`config.mk`:
```
export PLATFORM = sky130hd
export DESIGN_NAME = fifo_rd_ctrl
export DESIGN_NICKNAME = d
export VERILOG_FILES = /design/src/rtl/fifo_rd_ctrl.sv
export SDC_FILE = /design/constraint.sdc
export NUM_CORES = 1
export LEC_CHECK = 0
export ABC_AREA = 1
export BUFFER_PORTS_ARGS = -buffer_cell sky130_fd_sc_hd__buf_2
export CAP_MARGIN = 10
export CELL_PAD_IN_SITES_DETAIL_PLACEMENT = 1
export CELL_PAD_IN_SITES_GLOBAL_PLACEMENT = 1
export CORE_MARGIN = 2
export CORE_UTILIZATION = 37
export CTS_BUF_LIST = sky130_fd_sc_hd__clkbuf_8
export CTS_CLUSTER_SIZE = 24
export DETAILED_ROUTE_END_ITERATION = 8
export GPL_ROUTABILITY_DRIVEN = 0
export GPL_TIMING_DRIVEN = 0
export MAX_ROUTING_LAYER = met4
export PLACE_DENSITY = 0.82
export SYNTH_ARGS = -nofsm -noshare
export SYNTH_HDL_FRONTEND = slang
export SYNTH_SLANG_ARGS = --single-unit
```
`constraint.sdc`:
```
create_clock -name rclk -period 3.1 [get_ports rclk]
set_clock_uncertainty 0.2 [all_clocks]
set_input_delay 0 -clock rclk [delete_from_list [all_inputs] [get_ports rclk]]
set_output_delay 0 -clock rclk [all_outputs]
set_load 0.1 [all_outputs]
```
`src/rtl/fifo_rd_ctrl.sv`:
```
// -----------------------------------------------------------------------------
// fifo_rd_ctrl
//
// Read-side controller of an asynchronous FIFO. Keeps the binary read
// pointer, publishes its Gray-coded form to the write-side synchroniser and
// derives empty / almost-empty / occupancy from the write pointer that has
// already been synchronised into rclk. Read data from the dual-port RAM is
// registered into rdata. A sticky underflow flag records rejected reads.
//
// Build option:
//   FIFO_RD_FWFT_EN  when defined, the output register behaves as a
//                    first-word-fall-through stage: the next RAM word is
//                    loaded whenever the stage is empty (or is being drained),
//                    and rinc acts as consumer ready. When undefined, rinc is
//                    a plain pop request and rdata/rvalid follow it by one
//                    cycle.
//
// Parameters:
//   ADDR_SIZE   RAM address width (depth 2**ADDR_SIZE)
//   DATA_WIDTH  data word width
//   AE_THRESH   almost-empty threshold in words
//
// Ports:
//   rclk           read-domain clock
//   rrst           asynchronous active-high reset
//   rinc           read request / consumer ready
//   rq2_wptr       write pointer (Gray), synchronised into rclk
//   mem_rdata      RAM read data at raddr (combinational)
//   clr_underflow  clears the sticky underflow flag
//   raddr          RAM read address
//   rptr           read pointer (Gray), to the write-side synchroniser
//   rempty         RAM holds no unread word
//   ralmost_empty  occupancy <= AE_THRESH
//   rcount         RAM occupancy in words
//   rdata          registered read data
//   rvalid         rdata holds valid data
//   runderflow     sticky underflow error
// -----------------------------------------------------------------------------
module fifo_rd_ctrl #(
    parameter int ADDR_SIZE  = 3,
    parameter int DATA_WIDTH = 8,
    parameter int AE_THRESH  = 1
) (
    input  logic                  rclk,
    input  logic                  rrst,
    input  logic                  rinc,
    input  logic [ADDR_SIZE:0]    rq2_wptr,
    input  logic [DATA_WIDTH-1:0] mem_rdata,
    input  logic                  clr_underflow,
    output logic [ADDR_SIZE-1:0]  raddr,
    output logic [ADDR_SIZE:0]    rptr,
    output logic                  rempty,
    output logic                  ralmost_empty,
    output logic [ADDR_SIZE:0]    rcount,
    output logic [DATA_WIDTH-1:0] rdata,
    output logic                  rvalid,
    output logic                  runderflow
);

    localparam int          PW       = ADDR_SIZE + 1;
    localparam logic [31:0] AE_LIMIT = 32'(AE_THRESH);

    logic [PW-1:0]         rbin_q,  rbin_d;
    logic [PW-1:0]         rptr_q,  rptr_d;
    logic                  rempty_q, rempty_d;
    logic                  ralmost_empty_q, ralmost_empty_d;
    logic [PW-1:0]         rcount_q, rcount_d;
    logic [DATA_WIDTH-1:0] rdata_q, rdata_d;
    logic                  rvalid_q, rvalid_d;
    logic                  runderflow_q, runderflow_d;

    logic                  pop;
    logic                  underflow_evt;
    logic [PW-1:0]         wbin;

    // Read strobe, output-stage valid and underflow condition per read mode.
    always_comb begin
        pop           = 1'b0;
        underflow_evt = 1'b0;
        rvalid_d      = rvalid_q;
`ifdef FIFO_RD_FWFT_EN
        // Refill the output stage whenever it is empty or being consumed.
        pop           = ~rempty_q & (~rvalid_q | rinc);
        underflow_evt = rinc & ~rvalid_q;
        if (pop) begin
            rvalid_d = 1'b1;
        end else if (rinc && rvalid_q) begin
            rvalid_d = 1'b0;
        end
`else
        pop           = rinc & ~rempty_q;
        underflow_evt = rinc & rempty_q;
        rvalid_d      = pop;
`endif
    end

    // Pointer arithmetic and status derived from the advanced pointer, so the
    // flags describe the state after this cycle's pop.
    always_comb begin
        rbin_d = rbin_q + {{ADDR_SIZE{1'b0}}, pop};
        rptr_d = rbin_d ^ (rbin_d >> 1);

        // Gray to binary: each bit is the XOR of all Gray bits at or above it.
        wbin = '0;
        for (int i = 0; i < PW; i++) begin
            wbin[i] = ^(rq2_wptr >> i);
        end

        rempty_d        = (rptr_d == rq2_wptr);
        rcount_d        = wbin - rbin_d;
        ralmost_empty_d = (32'(rcount_d) <= AE_LIMIT);

        rdata_d      = pop ? mem_rdata : rdata_q;
        // Set takes priority over a coincident clear.
        runderflow_d = underflow_evt | (runderflow_q & ~clr_underflow);
    end

    always_ff @(posedge rclk or posedge rrst) begin
        if (rrst) begin
            rbin_q          <= '0;
            rptr_q          <= '0;
            rempty_q        <= 1'b1;
            ralmost_empty_q <= 1'b1;
            rcount_q        <= '0;
            rdata_q         <= '0;
            rvalid_q        <= 1'b0;
            runderflow_q    <= 1'b0;
        end else begin
            rbin_q          <= rbin_d;
            rptr_q          <= rptr_d;
            rempty_q        <= rempty_d;
            ralmost_empty_q <= ralmost_empty_d;
            rcount_q        <= rcount_d;
            rdata_q         <= rdata_d;
            rvalid_q        <= rvalid_d;
            runderflow_q    <= runderflow_d;
        end
    end

    assign raddr         = rbin_q[ADDR_SIZE-1:0];
    assign rptr          = rptr_q;
    assign rempty        = rempty_q;
    assign ralmost_empty = ralmost_empty_q;
    assign rcount        = rcount_q;
    assign rdata         = rdata_q;
    assign rvalid        = rvalid_q;
    assign runderflow    = runderflow_q;

endmodule

```
==> impl_metrics.toml <==
[critical_path]
path_max_fanout = 11
end_kind = "flip-flop"
start_kind = "primary input"
worst_ep_arrival_time_ps = 2870
required_ps = 3090
criticalPathCategory = "in -> reg"

[place]
numPortBuffers = 38
hpwl_um = 1944

[clock_network]
clock-sinks = 23
cts_setup_buffers = 0
clk_path_buf_depth = 2
clkLatencyLatePin_ps = 260
cts-root-buf = "clkbuf_8"
path_clk_slew_ps = 70
cts_made_buffers = 3
cts_tree = "built"
ctsResizeCount = 0
cts_hold_buf = 23
h-tree-depth = 1

[finish]
drive_gt1_frac = 0.3333
final_nets = 205
syn2layout_area_growth_pct = 45.39
num_antenna_cells = 0

[floorplanning]
initial_core_util = 0.3970
dieHeight_um = 58.86
dieArea_mm2 = 0.003465
die_x_um = 58.86
rows = 19
core_area_mm2 = 0.002805
ios = 39

[logic_synthesis]
synthesis.nets = 139
synth-seq-cells = 23
synth_cells = 118
synth_cell_types = 18
netlist.area_leader.share = 0.4719
syn_area_per_cell_um2 = 9.437
syn-cell-area_mm2 = 0.001114
synth.area.top_cells = "dfrtp_1 (47%), nand2_1 (13%), inv_1 (6.1%)"
yosysTopAreaCell = "dfrtp_1"
yosysWarningCount = 0
synth-seq-area-share = 0.5191

[timing]
post-route-period-util = 0.9280
final_hold_viol_count = 0
setup_viol = 0
fin_crit_ps = 2877
fmax_ghz = 0.3476
fin_tns_setup_ps = 0
slew_headroom = 0.4130
drv_slew = 0
rsz0062_at_grt = "false"
worstMarginPinSlew_ps = 879.5

[routing]
ant_nets = 0
drc_errors = 5
num_vias = 998
routed_wl_um = 3106
wire_per_inst_um = 14.51
drt_iter0_drc = 29
via_per_inst = 4.664
detailedRoute.firstPassIterationCount = 6

[hold_path]
min_path_type = "in -> reg"

[grt]
grt_max_degree = 24
gr-usage-all-layers = 0.2059
grt_pass1_vias = 1094
grt-ovfl-total = 0
antenna_found_initial = 0
grt_first_pass_wirelength_um = 5099

[job]
drv_cap = 0

[run_status]
status = "finished with violations"
violations = "DRC"
[cell type report]
cell class,count,area [um^2]
Clock buffer,3,41.29
Multi-Input combinational cell,75,460.4
Clock inverter,1,5.005
Tap cell,31,38.79
Sequential cell,23,578.1
Timing Repair Buffer,61,420.4
Inverter,20,75.07
Fill cell,331,1186
[worst max-delay path, stage by stage]
cell and delay (ps):
dlygate4sd3_1 540, buf_2 120, inv_1 50, nor2_2 370
ha_1 290, ha_1 330, xor2_1 280, xnor2_1 150
nand3_1 90, dlygate4sd3_1 560, nor2_1 100
[path summary, 6_finish.rpt]
| path | cells past startpoint | start | endpoint | slack, ps |
|---|---|---|---|---|
| setup reg to reg | 8 | rempty | rempty | 260 |
| hold / removal | 4 | rq2_wptr[2] | rempty | 40 |
| setup / recovery | 11 | rinc | rempty | 220 |
| hold reg to reg | 2 | rdata[6] | rdata[6] | 290 |
| min in group asynchronous | 3 | rrst | rdata[1] | 280 |
| max in group asynchronous | 3 | rrst | rdata[3] | 1870 |
[metal layers]
metal	vias up	wire, um	part of all wire	global-route usage
met5	-	0	0	-
met4	0	78	0.025	0.1006
met3	6	132	0.042	0.02418
met2	31	1664	0.54	0.3651
met1	484	1231	0.40	0.2268
li1	477	-	-	-
[synthesized netlist by cell type]
library cell	count
dfrtp_1	21
dfstp_2	2
ha_1	5
inv_1	18
inv_2	2
nand2_1	39
nand2_2	4
nand2_4	2
nand3_1	4
nand3_2	4
nor2_1	3
nor2_2	3
o21ai_0	1
or2_4	1
xnor2_1	3
xnor3_1	1
xor2_1	4
xor2_2	1
[sequential cells by signal, indices dropped and copies added, names as in the netlist]
signal / cells
rdata: 8
rempty: 1
rbin_q: 4
ralmost_empty: 1
rptr: 3
runderflow: 1
rcount: 4
rvalid: 1
[cell families (layout without fill, tap and decap cells)]
logic type               after synthesis  after routing  share of synthesized area
AO/OA/AOI/OAI                          1              1                   0.004490
flip-flops                            23             23                     0.5191
adder cells (fa/ha/maj)                5              5                    0.05618
AND/OR/NAND/NOR                       60             60                     0.2629
XOR/XNOR                               9              9                    0.08989
buffers and inverters                 20             85                    0.06741
[cell usage in the layout (no fill, tap or decap)]
cell           synthesis  routed
dfstp_2                2       2
inv_2                  2       2
inv_1                 18      18
xor2_2                 1       1
nand2_4                2       2
buf_2                  0      38
ha_1                   5       5
nor2_2                 3       3
dlygate4sd3_1          0      23
nor2_1                 3       3
or2_4                  1       1
xnor2_1                3       3
o21ai_0                1       1
nand3_2                4       4
dfrtp_1               21      21
xnor3_1                1       1
clkinv_2               0       1
nand3_1                4       4
clkbuf_8               0       3
nand2_2                4       4
xor2_1                 4       4
nand2_1               39      39
[metrics by stage]
stage          utilization  instance area, um^2  hold WS (ps)  setup slack (ps)  instances
2_1_floorplan            -                 1114        -199.6             322.6        118
3_3_place_gp        0.4786                 1343        -7.044             550.8        187
3_5_place_dp        0.4786                 1343         17.87             391.6        187
4_1_cts             0.5772                 1619         39.86             260.0        214
5_1_grt             0.5772                 1619         47.24             33.90        214
6_report            0.5772                 1619         40.56             223.1        214
Power is not shown: default switching activity piles up to over one toggle a cycle in this logic, so the estimate is an artifact.
